<file path="src/rtl/camera_frame_tx_pkg.sv">
// camera_frame_tx shared types and constants.
// FSM states, pattern codes, colours, LFSR and pixel classifier.
package camera_frame_tx_pkg;

  typedef enum logic [2:0] {
    S_IDLE,
    S_VSYNC,
    S_VBACK,
    S_LINE,
    S_HBLANK,
    S_DONE
  } state_t;

  typedef enum logic [1:0] {
    CLS_NONE,
    CLS_GREEN,
    CLS_RED
  } pix_class_t;

  localparam logic [1:0] PAT_SOLID = 2'd0;
  localparam logic [1:0] PAT_HALF  = 2'd1;
  localparam logic [1:0] PAT_CHECK = 2'd2;
  localparam logic [1:0] PAT_LFSR  = 2'd3;

  localparam logic [7:0] GREEN = 8'h1C;
  localparam logic [7:0] RED   = 8'hE0;

  localparam logic [7:0] LFSR_SEED = 8'hA5;
  localparam logic [7:0] LFSR_TAPS = 8'hB8;

  function automatic logic [7:0] lfsr_next(
    input logic [7:0] s
  );
    lfsr_next = {1'b0, s[7:1]}
              ^ (s[0] ? LFSR_TAPS : 8'h00);
  endfunction

  function automatic pix_class_t classify(
    input logic [7:0] p
  );
    pix_class_t c;
    c = CLS_NONE;
    if (p[4:2] > 3'b100 && p[7:5] < 3'b011)
      c = CLS_GREEN;
    else if (p[7:5] > 3'b100)
      c = CLS_RED;
    return c;
  endfunction

endpackage

</file>
<file path="src/rtl/camera_frame_tx_pattern.sv">
// frame_pattern_gen: pixel value for the current raster position.
// Owns the LFSR used by the pseudo-random pattern.
module frame_pattern_gen
  import camera_frame_tx_pkg::*;
#(
  parameter int H_ACTIVE = 16,
  parameter int X_W      = 4
) (
  input  logic           clk,
  input  logic           rst_n,
  input  logic           ena,
  input  logic [X_W-1:0] x,
  input  logic           y,
  input  logic [1:0]     pattern,
  input  logic [7:0]     color,
  input  logic           advance,
  input  logic           reseed,
  output logic [7:0]     pixel
);

  logic [7:0] lfsr;

  // LFSR restarts each frame and steps once per emitted pixel
  always_ff @(posedge clk) begin
    if (!rst_n) begin
      lfsr <= LFSR_SEED;
    end else if (ena) begin
      if (reseed)
        lfsr <= LFSR_SEED;
      else if (advance)
        lfsr <= lfsr_next(lfsr);
    end
  end

  // Pattern decode; y is only the line parity
  always_comb begin
    pixel = color;
    unique case (pattern)
      PAT_SOLID: pixel = color;
      PAT_HALF:
        pixel = (x < X_W'(H_ACTIVE / 2))
              ? GREEN : RED;
      PAT_CHECK:
        pixel = (x[0] ^ y) ? RED : GREEN;
      default: pixel = lfsr;
    endcase
  end

endmodule

</file>
<file path="src/rtl/camera_frame_tx.sv">
// camera_frame_tx: RGB332 test-frame source with vsync/href framing.
// Optional class statistics under CAMERA_FRAME_TX_STATS_EN.
module camera_frame_tx
  import camera_frame_tx_pkg::*;
#(
  parameter int H_ACTIVE  = 16,
  parameter int V_ACTIVE  = 8,
  parameter int H_BLANK   = 4,
  parameter int VSYNC_LEN = 2,
  parameter int V_BACK    = 2
) (
  input  logic        clk,
  input  logic        rst_n,
  input  logic        ena,
  input  logic        start,
  input  logic [1:0]  pattern_sel,
  input  logic [7:0]  color_in,
  output logic [7:0]  pixel,
  output logic        vsync,
  output logic        href,
  output logic        busy,
  output logic        frame_done,
  output logic [11:0] green_cnt,
  output logic [11:0] red_cnt
);

  localparam int X_W = $clog2(H_ACTIVE);
  localparam int Y_W =
    (V_ACTIVE > 1) ? $clog2(V_ACTIVE) : 1;
  localparam int C_M1 =
    (VSYNC_LEN > V_BACK) ? VSYNC_LEN : V_BACK;
  localparam int C_MAX =
    (C_M1 > H_BLANK) ? C_M1 : H_BLANK;
  localparam int C_W =
    (C_MAX > 1) ? $clog2(C_MAX) : 1;

  state_t         state, state_n;
  logic [C_W-1:0] cnt, cnt_n;
  logic [X_W-1:0] x, x_n;
  logic [Y_W-1:0] y, y_n;
  logic [1:0]     pat_q;
  logic [7:0]     col_q;
  logic [7:0]     pat_pixel;
  logic           accept;
  logic           in_line;

  assign in_line = (state_n == S_LINE);

  // Next-state and raster counter sequencing
  always_comb begin
    state_n = state;
    cnt_n   = cnt;
    x_n     = x;
    y_n     = y;
    accept  = 1'b0;
    unique case (state)
      S_IDLE: begin
        if (start) begin
          accept  = 1'b1;
          state_n = S_VSYNC;
          cnt_n   = '0;
          x_n     = '0;
          y_n     = '0;
        end
      end
      S_VSYNC: begin
        if (cnt == C_W'(VSYNC_LEN - 1)) begin
          state_n = S_VBACK;
          cnt_n   = '0;
        end else begin
          cnt_n = cnt + C_W'(1);
        end
      end
      S_VBACK: begin
        if (cnt == C_W'(V_BACK - 1)) begin
          state_n = S_LINE;
          cnt_n   = '0;
        end else begin
          cnt_n = cnt + C_W'(1);
        end
      end
      S_LINE: begin
        if (x == X_W'(H_ACTIVE - 1)) begin
          state_n = S_HBLANK;
          cnt_n   = '0;
        end else begin
          x_n = x + X_W'(1);
        end
      end
      S_HBLANK: begin
        if (cnt == C_W'(H_BLANK - 1)) begin
          cnt_n = '0;
          if (y < Y_W'(V_ACTIVE - 1)) begin
            state_n = S_LINE;
            y_n     = y + Y_W'(1);
            x_n     = '0;
          end else begin
            state_n = S_DONE;
          end
        end else begin
          cnt_n = cnt + C_W'(1);
        end
      end
      S_DONE:  state_n = S_IDLE;
      default: state_n = S_IDLE;
    endcase
  end

  frame_pattern_gen #(
    .H_ACTIVE (H_ACTIVE),
    .X_W      (X_W)
  ) u_pat (
    .clk     (clk),
    .rst_n   (rst_n),
    .ena     (ena),
    .x       (x_n),
    .y       (y_n[0]),
    .pattern (pat_q),
    .color   (col_q),
    .advance (in_line),
    .reseed  (accept),
    .pixel   (pat_pixel)
  );

  // State, latched config and outputs registered from next state
  always_ff @(posedge clk) begin
    if (!rst_n) begin
      state      <= S_IDLE;
      cnt        <= '0;
      x          <= '0;
      y          <= '0;
      pat_q      <= '0;
      col_q      <= '0;
      pixel      <= '0;
      vsync      <= 1'b0;
      href       <= 1'b0;
      busy       <= 1'b0;
      frame_done <= 1'b0;
    end else if (ena) begin
      state <= state_n;
      cnt   <= cnt_n;
      x     <= x_n;
      y     <= y_n;
      if (accept) begin
        pat_q <= pattern_sel;
        col_q <= color_in;
      end
      pixel      <= in_line ? pat_pixel : 8'h00;
      vsync      <= (state_n == S_VSYNC);
      href       <= in_line;
      busy       <= (state_n != S_IDLE);
      frame_done <= (state_n == S_DONE);
    end
  end

`ifdef CAMERA_FRAME_TX_STATS_EN
  logic [11:0] g_acc, r_acc;
  pix_class_t  cls;

  assign cls = classify(pat_pixel);

  // Saturating per-frame tallies, published on DONE
  always_ff @(posedge clk) begin
    if (!rst_n) begin
      g_acc     <= '0;
      r_acc     <= '0;
      green_cnt <= '0;
      red_cnt   <= '0;
    end else if (ena) begin
      if (accept) begin
        g_acc <= '0;
        r_acc <= '0;
      end else if (in_line) begin
        if (cls == CLS_GREEN && g_acc != 12'hFFF)
          g_acc <= g_acc + 12'd1;
        if (cls == CLS_RED && r_acc != 12'hFFF)
          r_acc <= r_acc + 12'd1;
      end
      if (state_n == S_DONE) begin
        green_cnt <= g_acc;
        red_cnt   <= r_acc;
      end
    end
  end
`else
  assign green_cnt = 12'd0;
  assign red_cnt   = 12'd0;
`endif

endmodule
</file>
<file path="config.mk">
export PLATFORM = sky130hd
export DESIGN_NAME = camera_frame_tx
export DESIGN_NICKNAME = d
export VERILOG_FILES = /design/src/rtl/camera_frame_tx_pkg.sv /design/src/rtl/camera_frame_tx_pattern.sv /design/src/rtl/camera_frame_tx.sv
export SDC_FILE = /design/constraint.sdc
export NUM_CORES = 1
export LEC_CHECK = 0
export ABC_AREA = 1
export BUFFER_PORTS_ARGS = -buffer_cell sky130_fd_sc_hd__buf_2
export CAP_MARGIN = 20
export CORE_ASPECT_RATIO = 0.5
export CORE_UTILIZATION = 35
export DETAILED_ROUTE_END_ITERATION = 16
export GPL_TIMING_DRIVEN = 0
export HOLD_SLACK_MARGIN = 0.08
export SYNTH_ARGS = -nofsm -noshare
export SYNTH_HDL_FRONTEND = slang
export SYNTH_SLANG_ARGS = --single-unit
</file>
<file path="constraint.sdc">
create_clock -name clk -period 2.35 [get_ports clk]
set_input_delay 0 -clock clk [delete_from_list [all_inputs] [get_ports clk]]
set_output_delay 0 -clock clk [all_outputs]
set_load 0.05 [all_outputs]
</file>
# Word-level counts from Yosys, hierarchy flattened
# Index checks and enable logic that the tools add are counted.
[word_totals]
output_inout_bits = 36
in_bits = 14
ff_bits = 42
word_cells = 77
[op_classes]
reduce_logical = 11
mux = 30
add_sub_neg = 3
bitwise_logic = 2
eq_ne = 16
magnitude_cmp = 2
[op_table]
columns = ["operator", "count"]
rows = [
  ["$mux W8", 6],
  ["$mux W3", 9],
  ["$pmux W8 S3", 1],
  ["$mux W4", 4],
  ["$pmux W3 S5", 1],
  ["$pmux W4 S3", 1],
  ["$eq A3 B2 Y1 const B", 3],
  ["$mux W2", 4],
  ["$ne A2 B2 Y1 const B", 4],
  ["$pmux W2 S4", 1],
  ["$xor A7 B8 Y8", 1],
  ["$eq A3 B1 Y1 const B", 2],
  ["$eq A3 B3 Y1 const B", 2],
  ["$pmux W3 S2", 1],
  ["$reduce_and A5 Y1", 1],
  ["$add A4 B1 Y4 const B", 1],
  ["$eq A2 B1 Y1 const B", 2],
  ["$eq A2 B2 Y1 const B", 2],
  ["$eq A4 B4 Y1 const B", 1],
  ["$lt A4 B4 Y1 const B", 1],
  ["$reduce_and A2 Y1", 2],
  ["$reduce_and A4 Y1", 1],
  ["$reduce_bool A2 Y1", 2],
  ["$reduce_bool A4 Y1", 1],
  ["9 further kinds", 10],
]

# Depth between registers and ports, before layout
[logic_depth]
depth_word = 8
mapped_depth = 14
depth_no_buf = 13

# By module
# Synthesis repeated with hierarchy kept, for this count alone.
[unflattened]
cells_unflattened = 372
area_unflattened_um2 = 2514.9
[modules_own_cells]
columns = ["mod", "seq_area_each_um2", "cells_each", "instances", "area_per_inst_um2"]
rows = [
  ["camera_frame_tx", 680.7, 272, 1, 1950.6],
  ["frame_pattern_gen", 160.2, 100, 1, 564.3],
]

# Worst setup path before layout
# OpenSTA, ideal clock, no wires.
[synth_path]
kind = "flip-flop to flip-flop"
startpoint = "register x[0]"
endpoint = "register u_pat.lfsr[1]"
path_stages_with_launch = 12
path_buffers = 0
required_ns = 2.279
path_slack_ns = 0.710
setup_ns = 0.071
t_arrival_ns = 1.569
path_cell_list = "dfxtp_1 > ha_1 > nand3_1 > nand2_1 > inv_1 > a21oi_1 > nand3_2 > nand2_1 > nor2_2 > nor2_1 > nand2_1 > a21oi_1"
[synth_via]
elab_chain_len = 6
[synth_lines]
columns = ["element", "line_no", "text"]
rows = [
  ["from (decl)", "camera_frame_tx.sv:39", "logic [X_W-1:0] x, x_n;"],
  ["from (signal assigned)", "camera_frame_tx.sv:142", "x <= x_n;"],
  ["$eq A4 B4 Y1", "camera_frame_tx.sv:83", "if (x == X_W'(H_ACTIVE - 1)) begin"],
  ["$mux W3", "camera_frame_tx.sv:83", ""],
  ["$pmux W3 S5", "camera_frame_tx.sv:56", "unique case (state)"],
  ["$eq A3 B2 Y1", "camera_frame_tx.sv:47", "assign in_line = (state_n == S_LINE);"],
  ["$reduce_bool A2 Y1 (no source line)", "n/a", ""],
  ["$reduce_and A2 Y1 (no source line)", "n/a", ""],
  ["to (signal assigned)", "camera_frame_tx_pattern.sv:31", "lfsr <= lfsr_next(lfsr);"],
  ["to (decl)", "camera_frame_tx_pattern.sv:21", "logic [7:0] lfsr;"],
]
# No other way between the ends.
# A chain may end at the register's enable or synchronous reset.

# Worst setup path in the final report
[layout_path]
startpoint = "register state[0]"
endpoint = "register col_q[3]"
[layout_via]
elab_chain_len = 3
[layout_lines]
columns = ["element", "line_no", "text"]
rows = [
  ["from (decl)", "camera_frame_tx.sv:37", "state_t state, state_n;"],
  ["from (signal assigned)", "camera_frame_tx.sv:140", "state <= state_n;"],
  ["$logic_not A3 Y1", "camera_frame_tx.sv:56", ""],
  ["$mux W1", "camera_frame_tx.sv:56", ""],
  ["$reduce_and A2 Y1 (no source line)", "n/a", ""],
  ["to (signal assigned)", "camera_frame_tx.sv:146", "col_q <= color_in;"],
  ["to (decl)", "camera_frame_tx.sv:42", "logic [7:0] col_q;"],
]
# No other way between the ends.

==> results.ini <==
[setup_path]
critPathKind = reg2reg
slowest_stage = nor2_1
endpoint_kind = flop
worstPathRequired_ns = 2.53
slowest_delay_ns = 0.57
crit_path_start_kind = flop
reg2reg_depth = 7
crit_end = col_q[3]
rr_endpoint = col_q[3]
crit_start = state[0]
cp_max_fo = 10
path_cells = nor2_2 -> nand3_1 -> nor2_1 -> inv_2 -> buf_2 -> nor2_1 -> nor2_1
timing.rr.start = state[0]
critPathArrivalTime_ns = 2.23
path_buf_inv = 2
cpMostUsedCell = nor2_1
rrSetupSlack_ns = 0.30
crit_family = simple AND/OR/NAND/NOR gates
crit_cells = 7

[logic_synthesis]
synthAdderAreaFrac_pct = 2.654
syn_area_um2 = 2357
synth_xor_area_share_pct = 1.115
synth_top_family_by_area = simple AND/OR/NAND/NOR gates
synth_seq_area_share_pct = 35.67
synth-compound-area-share_pct = 16.83
yosys_warnings = 0
avgSynthCellArea_um2 = 6.872
muxShareOfSynthArea_pct = 0
syn_inst = 343
synth_cell_types = 28
ys_seq_elements = 42
synth-simple-area-share_pct = 28.87

[clock_network]
cts_made_buffers = 5
cts_resized = 0
cts.clk_slew.worst_paths_ns = 0.06
insertion_delay_ns = 0.29
ctsLongestPathBuffers = 2
cts.sinks = 42
root_buffer = clkbuf_16
htreeDepth = 2
cts_tree = yes

[timing]
finalClockSkew_ns = 0.007878
finalCriticalPeriod_ns = 2.051
whs_ns = 0.1443
grt_setup_unrepaired = false
hold_violations = 0
worst_pin_slew_ns = 0.6794
max_freq_mhz = 487.6
slew_viol_final = 0
timing.setup.tns_ns = 0
post-route-period-util_pct = 87.28
setup_viol = 0
maxSlewHeadroom_pct = 54.54

[placed_design]
gp_congestion = 0.8672
port_buffers = 24
post-dp-hpwl_mm = 4.402

[global_routing]
grt_usage_pct = 17.13
grt.overflow.total = 0
antenna_found_initial = 0
grt_max_degree = 14
grt_pass1_vias = 2126
grt_pass1_wl_mm = 9.446

[power]
peakVddDrop_mv = 0.2765
powerDensity_nw_per_um2 = 632.9
leakagePower_nw = 1.364

[floorplan]
rows = 20
die-width_um = 118.1
initial_core_util_pct = 37.53
coreArea_um2 = 6281
die_area_um2 = 7087
die-height_um = 60.03
io-pin-count = 50

[job]
maxCapViolCount = 0

[detailed_routing]
dr.pass1.iters = 4
routed_wl_mm = 5.632
vias = 2313
ant_nets = 0
drc = 0
wire_per_inst_um = 11.33
drt-initial-drc-count = 102
vias_per_cell = 4.654

[final_layout]
syn_to_final_growth_pct = 24.15
drive_gt1_share_pct = 20.05
n_antenna_cell = 0
layout.nets = 427

[hold_path]
hold_class = in2reg

[run_status]
status = finished, final reports clean

==> power breakdown <==
group          switching (W)  internal, W  leakage (nW)
registers          0.0000309     0.000748         0.342
logic               0.000271     0.000124         0.951
clock network       0.000285     0.000394        0.0708
total               0.000587      0.00127          1.36
==> cell usage after synthesis <==
library cell	number	area, µm²
nand3_1	29	145.1
ha_1	5	62.56
a21oi_1	30	150.1
dfxtp_1	42	840.8
a31oi_1	4	25.02
o21ai_2	1	8.760
buf_4	24	180.2
nor2_1	34	127.6
o21ai_0	24	120.1
o211ai_1	1	7.510
buf_2	1	5.000
inv_1	28	105.1
buf_6	1	11.26
a211oi_1	1	7.510
nand2_2	3	18.77
nor3_1	3	15.01
nor2_2	7	43.79
nand2_1	73	274.0
xor2_1	3	26.28
a2111oi_0	1	8.760
conb_1	1	3.750
o22ai_1	4	25.02
clkbuf_1	7	26.28
a21oi_2	5	43.79
nand3_2	1	10.01
nor2_4	3	33.78
inv_2	5	18.77
nand4_1	2	12.51
==> state kept, by name (all words and copies together) (netlist names), 2 cells and up <==
register,count
state,3
y,3
x,4
col_q,8
pat_q,2
cnt,2
u_pat.lfsr,8
pixel,8
==> layout by cell type, fill, tap and decap left out, drive strengths merged, types with 2 or more instances in the layout <==
| cell type | synthesis | layout |
|---|---|---|
| o21ai | 25 | 25 |
| clkbuf | 7 | 13 |
| clkinv | 0 | 2 |
| inv | 33 | 33 |
| buf | 26 | 50 |
| nand3 | 30 | 30 |
| o22ai | 4 | 4 |
| ha | 5 | 5 |
| nor2 | 44 | 44 |
| conb | 1 | 24 |
| dfxtp | 42 | 42 |
| a21oi | 35 | 35 |
| nand2 | 76 | 76 |
| a31oi | 4 | 4 |
| dlygate4sd3 | 0 | 11 |
| nor3 | 3 | 3 |
| xor2 | 3 | 3 |
| nand4 | 2 | 2 |
==> cell type report <==
class | count | area [µm²]
Clock inverter | 2 | 13.76
Timing Repair Buffer | 35 | 230.2
Tap cell | 88 | 110.1
Fill cell | 647 | 3354
Clock buffer | 6 | 128.9
Sequential cell | 42 | 840.8
Multi-Input combinational cell | 258 | 1256
Buffer | 33 | 222.7
Inverter | 33 | 123.9
==> kinds of logic (layout without fill, tap and decap cells) <==
logic type                 after synthesis  in the layout
and+or+nand+nor                        155            155
adders and majority gates                5              5
DFF                                     42             42
buffers and inverters                   66            109
xor gates and xnor gates                 3              3
other                                    1             24
AOI/OAI and AO/OA                       71             71
==> how the worst min path moves through the flow <==
stage / cells after the start / start / slack, ns / to
floorplan: 2 / color_in[2] / 0.13 / col_q[2]
global placement: 3 / color_in[2] / 0.22 / col_q[2]
detailed placement: 3 / color_in[2] / 0.24 / col_q[2]
CTS: 2 / ena / 0.14 / y[0]
global route: 2 / ena / 0.18 / y[0]
finish: 2 / ena / 0.14 / y[0]
==> stage by stage <==
| step | power (W) | util [%] | setup WS, ns | cells | area [µm²] |
|---|---|---|---|---|---|
| 3_3_place_gp | 0.001163 | 42.57 | 0.3169 | 478 | 2674 |
| 5_1_grt | 0.001949 | 46.59 | 0.1008 | 497 | 2927 |
| 2_1_floorplan | 0.001100 | - | 0.7095 | 366 | 2444 |
| 4_1_cts | 0.001863 | 46.59 | 0.2988 | 497 | 2927 |
| 6_report | 0.001852 | 46.59 | 0.2990 | 497 | 2927 |
| 3_5_place_dp | 0.001172 | 42.57 | 0.3040 | 478 | 2674 |
==> layer usage <==
layer | up-vias | track usage, % | wire length (µm)
met1 | 1040 | 19.80 | 2591
met5 | - | 0 | 0
met3 | 12 | 3.053 | 297
met2 | 58 | 31.01 | 2606
met4 | 0 | 9.890 | 136
li1 | 1203 | - | -
==> timing repair <==
item	CTS	global route
hold buffers	11	0
buffers inserted	0	0
endpoints found under the hold margin	12	0
Note: power is estimated with default switching activity, not from simulation.
